===== config.mk =====
export PLATFORM = sky130hd
export DESIGN_NAME = piso_serializer_flat
export DESIGN_NICKNAME = d
export VERILOG_FILES = /design/src/rtl/piso_serializer_pkg.sv /design/src/rtl/piso_serializer_if.sv /design/src/rtl/piso_serializer_bit_counter.sv /design/src/rtl/piso_serializer.sv /design/src/flat_wrapper.sv
export SDC_FILE = /design/constraint.sdc
export NUM_CORES = 1
export LEC_CHECK = 0
export CORE_MARGIN = 4
export CORE_UTILIZATION = 47
export CTS_BUF_LIST = sky130_fd_sc_hd__clkbuf_4
export DETAILED_ROUTE_END_ITERATION = 6
export PLACE_DENSITY_LB_ADDON = 0.2
export SYNTH_ARGS = -nofsm -noshare
export SYNTH_HDL_FRONTEND = slang
export SYNTH_SLANG_ARGS = --single-unit

===== constraint.sdc =====
create_clock -name CLK -period 1.4 [get_ports CLK]
set_input_delay 0.21 -clock CLK [delete_from_list [all_inputs] [get_ports CLK]]
set_output_delay 0.21 -clock CLK [all_outputs]
set_load 0.02 [all_outputs]

===== src/rtl/piso_serializer_pkg.sv =====
// Shared definitions for the PISO serializer and its receiver-side benches.
// Holds the FSM state encoding and the default word width.
package piso_serializer_pkg;

  // Default word width, shared with the receiver bench.
  localparam int N_DEF = 4;

  // Transmitter states: IDLE waits for a word, SHIFT emits one bit per cycle.
  typedef enum logic {
    IDLE  = 1'b0,
    SHIFT = 1'b1
  } state_e;

endpackage : piso_serializer_pkg


===== src/rtl/piso_serializer_if.sv =====
// Load handshake and serial output bundle of the PISO serializer.
// The master offers parallel words and observes the serial stream.
// The slave (the serializer) accepts words and drives the stream.
interface piso_serializer_if #(
  parameter int N = 4
) ();

  logic         LOAD_VALID;  // DIN holds a word to transmit
  logic         LOAD_READY;  // serializer can take a word this cycle
  logic [N-1:0] DIN;         // parallel word
  logic         SOUT;        // serial data, LSB first
  logic         SEN;         // SOUT carries a valid bit
  logic         DONE;        // SOUT carries the last bit of a word

  modport master (
    output LOAD_VALID,
    output DIN,
    input  LOAD_READY,
    input  SOUT,
    input  SEN,
    input  DONE
  );

  modport slave (
    input  LOAD_VALID,
    input  DIN,
    output LOAD_READY,
    output SOUT,
    output SEN,
    output DONE
  );

endinterface : piso_serializer_if


===== src/rtl/piso_serializer_bit_counter.sv =====
// Bit position counter for the serializer.
// Counts the bit currently on SOUT; 'last' flags bit N-1.
// The counter only returns to 0 through 'clear', never by overflow,
// so for non-power-of-2 N it never exceeds N-1.
module piso_serializer_bit_counter
  import piso_serializer_pkg::*;
#(
  parameter int N  = N_DEF,
  parameter int CW = $clog2(N)
) (
  input  logic          CLK,
  input  logic          RST,
  input  logic          clear,
  input  logic          inc,
  output logic [CW-1:0] count,
  output logic          last
);

  logic [CW-1:0] count_q;
  logic [CW-1:0] count_d;

  // Next count: clear wins over increment, otherwise hold.
  always_comb begin
    // NOTE: assign a default first so every path drives count_d and no latch is inferred.
    count_d = count_q;
    if (clear) begin
      count_d = '0;
    end else if (inc) begin
      count_d = count_q + CW'(1);
    end
  end

  // Count register with asynchronous reset.
  always_ff @(posedge CLK or posedge RST) begin
    // NOTE: sequential state uses non-blocking assignments so every flop samples pre-edge values.
    if (RST) begin
      count_q <= '0;
    end else begin
      count_q <= count_d;
    end
  end

  assign count = count_q;
  assign last  = (count_q == CW'(N - 1));

  // The count must never run past the last bit position.
  a_count_in_range : assert property (
    @(posedge CLK) disable iff (RST) count_q <= CW'(N - 1)
  );

endmodule : piso_serializer_bit_counter


===== src/rtl/piso_serializer.sv =====
// Parallel-in serial-out transmitter.
// Accepts N-bit words over LOAD_VALID/LOAD_READY and emits them LSB first
// on SOUT with SEN qualifying each bit. A one-word holding buffer lets the
// next word follow the current one with no idle cycle in between.
module piso_serializer
  import piso_serializer_pkg::*;
#(
  parameter int N  = N_DEF,
  parameter int CW = $clog2(N)
) (
  input  logic               CLK,
  input  logic               RST,
  piso_serializer_if.slave   bus
);

  state_e        state_q;
  logic [N-1:0]  shreg_q;
  logic [N-1:0]  hold_q;
  logic          hold_valid_q;

  logic [CW-1:0] count;
  logic          last;
  logic          accept;
  logic          cnt_clear;
  logic          cnt_inc;
  logic          sen;

  // Ready depends only on registered state, never on LOAD_VALID.
  assign accept = bus.LOAD_VALID && !hold_valid_q;

  // Counter restarts whenever a word (re)starts or the engine is idle.
  assign cnt_clear = (state_q == IDLE) || last;
  assign cnt_inc   = (state_q == SHIFT) && !last;

  piso_serializer_bit_counter #(
    .N  (N),
    .CW (CW)
  ) u_bit_counter (
    .CLK   (CLK),
    .RST   (RST),
    .clear (cnt_clear),
    .inc   (cnt_inc),
    .count (count),
    .last  (last)
  );

  // Transmit FSM with shift register and holding buffer.
  always_ff @(posedge CLK or posedge RST) begin
    if (RST) begin
      state_q      <= IDLE;
      shreg_q      <= '0;
      hold_q       <= '0;
      hold_valid_q <= 1'b0;
    end else begin
      unique case (state_q)
        IDLE: begin
          if (accept) begin
            shreg_q <= bus.DIN;
            state_q <= SHIFT;
          end
        end
        SHIFT: begin
          if (!last) begin
            shreg_q <= shreg_q >> 1;
            if (accept) begin
              hold_q       <= bus.DIN;
              hold_valid_q <= 1'b1;
            end
          end else if (hold_valid_q) begin
            // Held word follows immediately; hold frees up next cycle.
            shreg_q      <= hold_q;
            hold_valid_q <= 1'b0;
          end else if (accept) begin
            // Word arriving on the last-bit edge bypasses the hold.
            shreg_q <= bus.DIN;
          end else begin
            // Final shift leaves shreg at 0 while idle.
            shreg_q <= shreg_q >> 1;
            state_q <= IDLE;
          end
        end
        default: state_q <= IDLE;
      endcase
    end
  end

  assign sen            = (state_q == SHIFT);
  assign bus.SEN        = sen;
  assign bus.SOUT       = shreg_q[0];
  assign bus.DONE       = sen && last;
  assign bus.LOAD_READY = !hold_valid_q;

  // A word offered on the last-bit edge while the hold is full cannot be accepted.
  a_no_accept_when_full : assert property (
    @(posedge CLK) disable iff (RST) (sen && last && hold_valid_q) |-> !accept
  );

  // DONE is only ever raised while a bit is being transmitted.
  a_done_implies_sen : assert property (
    @(posedge CLK) disable iff (RST) bus.DONE |-> bus.SEN
  );

  // The bit counter reports its position; only 'last' is needed here.
  logic unused_count;
  assign unused_count = ^count;

endmodule : piso_serializer


===== src/flat_wrapper.sv =====
// flat-port wrapper written by rule: the top's interface ports become plain ports
module piso_serializer_flat import piso_serializer_pkg::*;
#(
  parameter int N  = N_DEF,
  parameter int CW = $clog2(N)
)
  (CLK, RST, bus_LOAD_VALID, bus_DIN, bus_LOAD_READY, bus_SOUT, bus_SEN, bus_DONE);
  piso_serializer_if #(.N(N)) bus_i ();
  input  logic CLK;
  input  logic RST;
  input wire logic [$bits(bus_i.LOAD_VALID)-1:0] bus_LOAD_VALID;
  input wire logic [$bits(bus_i.DIN)-1:0] bus_DIN;
  output wire logic [$bits(bus_i.LOAD_READY)-1:0] bus_LOAD_READY;
  output wire logic [$bits(bus_i.SOUT)-1:0] bus_SOUT;
  output wire logic [$bits(bus_i.SEN)-1:0] bus_SEN;
  output wire logic [$bits(bus_i.DONE)-1:0] bus_DONE;
  assign bus_i.LOAD_VALID = bus_LOAD_VALID;
  assign bus_i.DIN = bus_DIN;
  assign bus_LOAD_READY = bus_i.LOAD_READY;
  assign bus_SOUT = bus_i.SOUT;
  assign bus_SEN = bus_i.SEN;
  assign bus_DONE = bus_i.DONE;
  piso_serializer #(.N(N), .CW(CW)) u_core (.CLK(CLK), .RST(RST), .bus(bus_i));
endmodule

==> impl_metrics.toml <==
[final_layout]
n_antenna_cell = 0
post-route-util_pct = 71.90
fillers = 85
area_delta_synth_final_pct = 34.87
ff_latch_area_um2 = 300.3
layout.nets = 85
multi_input_area_um2 = 297.8
layout-drive-gt1-share_pct = 32.89

[synth]
yosys_warnings = 0
synthCells = 53
ys_async_sr_fraction_pct = 100.0
yosysUniqueCellTypes = 24
seq_area_frac_synth_pct = 48.10
avgSynthCellArea_um2 = 11.78
synthMuxAreaShare_pct = 14.43
yosys.area_share.simple_pct = 18.64
ys_ff_latch = 12
synth_top_cell_by_area = "dfrtp_1"
yosys-top-cells-area = "dfrtp_1 48%, mux2_4 9.6%, mux2i_1 4.8%"
synthXorXnorAreaFrac_pct = 0
synth_top_family_by_area = "simple AND/OR/NAND/NOR gates"
synth_fa_ha_area_share_pct = 2.004
synth_common_cells = "12 x dfrtp_1, 4 x inv_1, 4 x mux2_4, 4 x nand3_1, 3 x mux2i_1"
synth_edf_count = 0
synth_most_common_cell = "dfrtp_1"
syn_nets = 61
netlist.area_leader.share_pct = 48.10
synth-compound-area-share_pct = 11.02
synth_area_um2 = 624.3
ys.flop_type = "dfrtp_1"

[detailed_routing]
routed_wl_um = 1287
drc = 0
ant_nets = 0
first_pass_iters = 4
drt_iter0_drc = 8
wl_per_cell_um = 14.30
vias_per_cell = 5.256
num_vias = 473

[power]
p_per_area_nw_per_um2 = 2204
peakVddDrop_v = 0.001127
p_leak_nw = 0.4077

[worst_setup_path]
critical_path_arrival_ns = 1.56
r2r_end = "u_core.hold_q[2]$_DFFE_PP0P_"
slowest_delay_ns = 0.39
worstPathCellList = "ha_2, buf_6, nand2b_4, nor2_8, mux2_4"
cp.required_ns = 1.56
critical_path_buf_inv_count = 1
cp-start-kind = "flip-flop"
critical_path.max_fanout = 4
critPathKind = "reg2reg"
critPathSlowestCell = "dfrtp_1"
end_kind = "flip-flop"
timing.rr.start = "u_core.u_bit_counter.count[0]$_DFF_PP0_"
critical-path-top-delay-family = "flip-flops"
reg2reg_depth = 5
r2r_setup_slack_ns = 0.003

[floorplan]
ios = 11
core-area_um2 = 1171
initial_core_util_pct = 53.31
die_y_um = 44.45
die_x_um = 44.45
row_count = 12
dieArea_um2 = 1975

[global_route]
overflow = 0
grtUsageTotal_pct = 15.98
grt_start_max_net_pins = 13
grt_pass1_wl_um = 2201
grt_pass1_vias = 499
antenna_found_initial = 0

[timing]
rsz0062_at_grt = "yes"
whs_ns = 0.2397
relSlewSlack_pct = 70.05
drv_slew = 0
skew_ns = 0.001250
final.setup.tns_ns = 0
setup_violations = 0
period_share_pct = 99.78
max_freq_mhz = 715.9
period_minus_slack_ns = 1.397
hold_violations = 0
tightestPinTransition_ns = 0.4487

[placement]
port_buffers = 10
hpwl_um = 971.5
gp_congestion = 0.7599

[cts]
ctsRootBufferMaster = "clkbuf_4"
cts-buffers-inserted = 3
clkTransAtPathRegs_ns = 0.07
numClockSinks = 12
ctsHoldBuffers = 0
cts_buffer_depth = 2
cts_tree = "built"
h-tree-depth = 1
clk_latency_ns = 0.27

[hold_path]
hold_class = "in2async"

[status]
status = "completed"

[job]
max_cap_viol_count = 0
final cells by class:
type / count / share of cell area [%]
Sequential cell: 12 / 35.66
Multi-Input combinational cell: 34 / 35.36
Timing Repair Buffer: 22 / 21.99
Clock buffer: 3 / 2.675
Tap cell: 14 / 2.080
Inverter: 4 / 1.783
Clock inverter: 1 / 0.4458
worst register-to-register path: cells and delay by family, from the launching register on:
family	cells	cell delay (ns)
fa+ha+maj	1	0.19
mux	1	0.31
flops	1	0.39
simple gates	2	0.28
buf+inv	1	0.11
where the power goes:
group	internal, mW	switching (mW)	leakage (nW)	total [mW]
clock	0.103	0.114	0.0154	0.218
combinational	0.557	0.468	0.248	1.03
sequential	0.513	0.0996	0.145	0.613
total	1.17	0.682	0.408	1.86
flip-flops by register name, indices dropped and copies added, names as in the netlist:
signal	count
u_core.hold_q	4
u_core.shreg_q	4
u_core.u_bit_counter.count	2
u_core.bus.SEN	1
u_core.hold_valid_q	1
how the worst max path moves through the flow:
stage                                                 start                            end  slack, ns  cells after the start
CTS                 u_core.u_bit_counter.count[0]$_DFF_PP0_   u_core.hold_q[2]$_DFFE_PP0P_      -0.03                      5
finish              u_core.u_bit_counter.count[0]$_DFF_PP0_   u_core.hold_q[2]$_DFFE_PP0P_      0.003                      5
global placement                             bus_LOAD_VALID  u_core.shreg_q[1]$_DFFE_PP0P_      -0.10                      5
floorplan           u_core.u_bit_counter.count[0]$_DFF_PP0_   u_core.hold_q[0]$_DFFE_PP0P_       0.04                      4
global route        u_core.u_bit_counter.count[0]$_DFF_PP0_   u_core.hold_q[2]$_DFFE_PP0P_      -0.06                      5
detailed placement                           bus_LOAD_VALID  u_core.shreg_q[1]$_DFFE_PP0P_      -0.12                      5
cells in the final DEF, fill, tap and decap left out, types with 2 or more instances in the layout:
| master | synthesis | final |
|---|---|---|
| dfrtp_1 | 12 | 12 |
| buf_4 | 0 | 11 |
| clkdlybuf4s50_1 | 0 | 6 |
| mux2_4 | 4 | 4 |
| inv_1 | 4 | 4 |
| mux2i_1 | 3 | 3 |
| nand3_1 | 4 | 3 |
| clkbuf_4 | 0 | 3 |
| dlygate4sd2_1 | 0 | 3 |
| a31oi_1 | 2 | 2 |
| nor2b_1 | 2 | 2 |
| nand2_1 | 2 | 2 |
| a22oi_1 | 2 | 2 |
| o221ai_1 | 2 | 2 |
cells by family after synthesis:
group | Yosys count
AND/OR/NAND/NOR | 16
flip-flops | 12
AO/OA/AOI/OAI | 10
buffers and inverters | 7
multiplexers | 7
adder cells (fa/ha/maj) | 1
through the flow:
| stage | cells | cell area [µm²] | total power, mW | setup WS, ns |
|---|---|---|---|---|
| 6_report | 90 | 842.1 | 1.856 | 0.003100 |
| 5_1_grt | 90 | 842.1 | 1.999 | -0.05938 |
| 4_1_cts | 88 | 819.5 | 1.817 | -0.02873 |
| 3_5_place_dp | 82 | 780.7 | 1.572 | -0.1244 |
| 3_3_place_gp | 82 | 780.7 | 1.561 | -0.1020 |
| 2_1_floorplan | 53 | 624.3 | 1.238 | 0.04433 |
layer usage:
metal | vias to the layer above | share of wire, % | track usage [%]
met3 | 0 | 5.4 | 8.537
met2 | 10 | 47 | 24.13
li1 | 239 | - | -
met1 | 224 | 47 | 20.05
met4 | 0 | 0 | 3.614
met5 | - | 0 | 0
timing repair:
item                       CTS  global route
hold endpoints to repair     0             0
buffers inserted             2             2
resized for setup            9             3
setup endpoints to repair    8             7
pin swaps                    2             2
(Power assumes the default switching activity.)
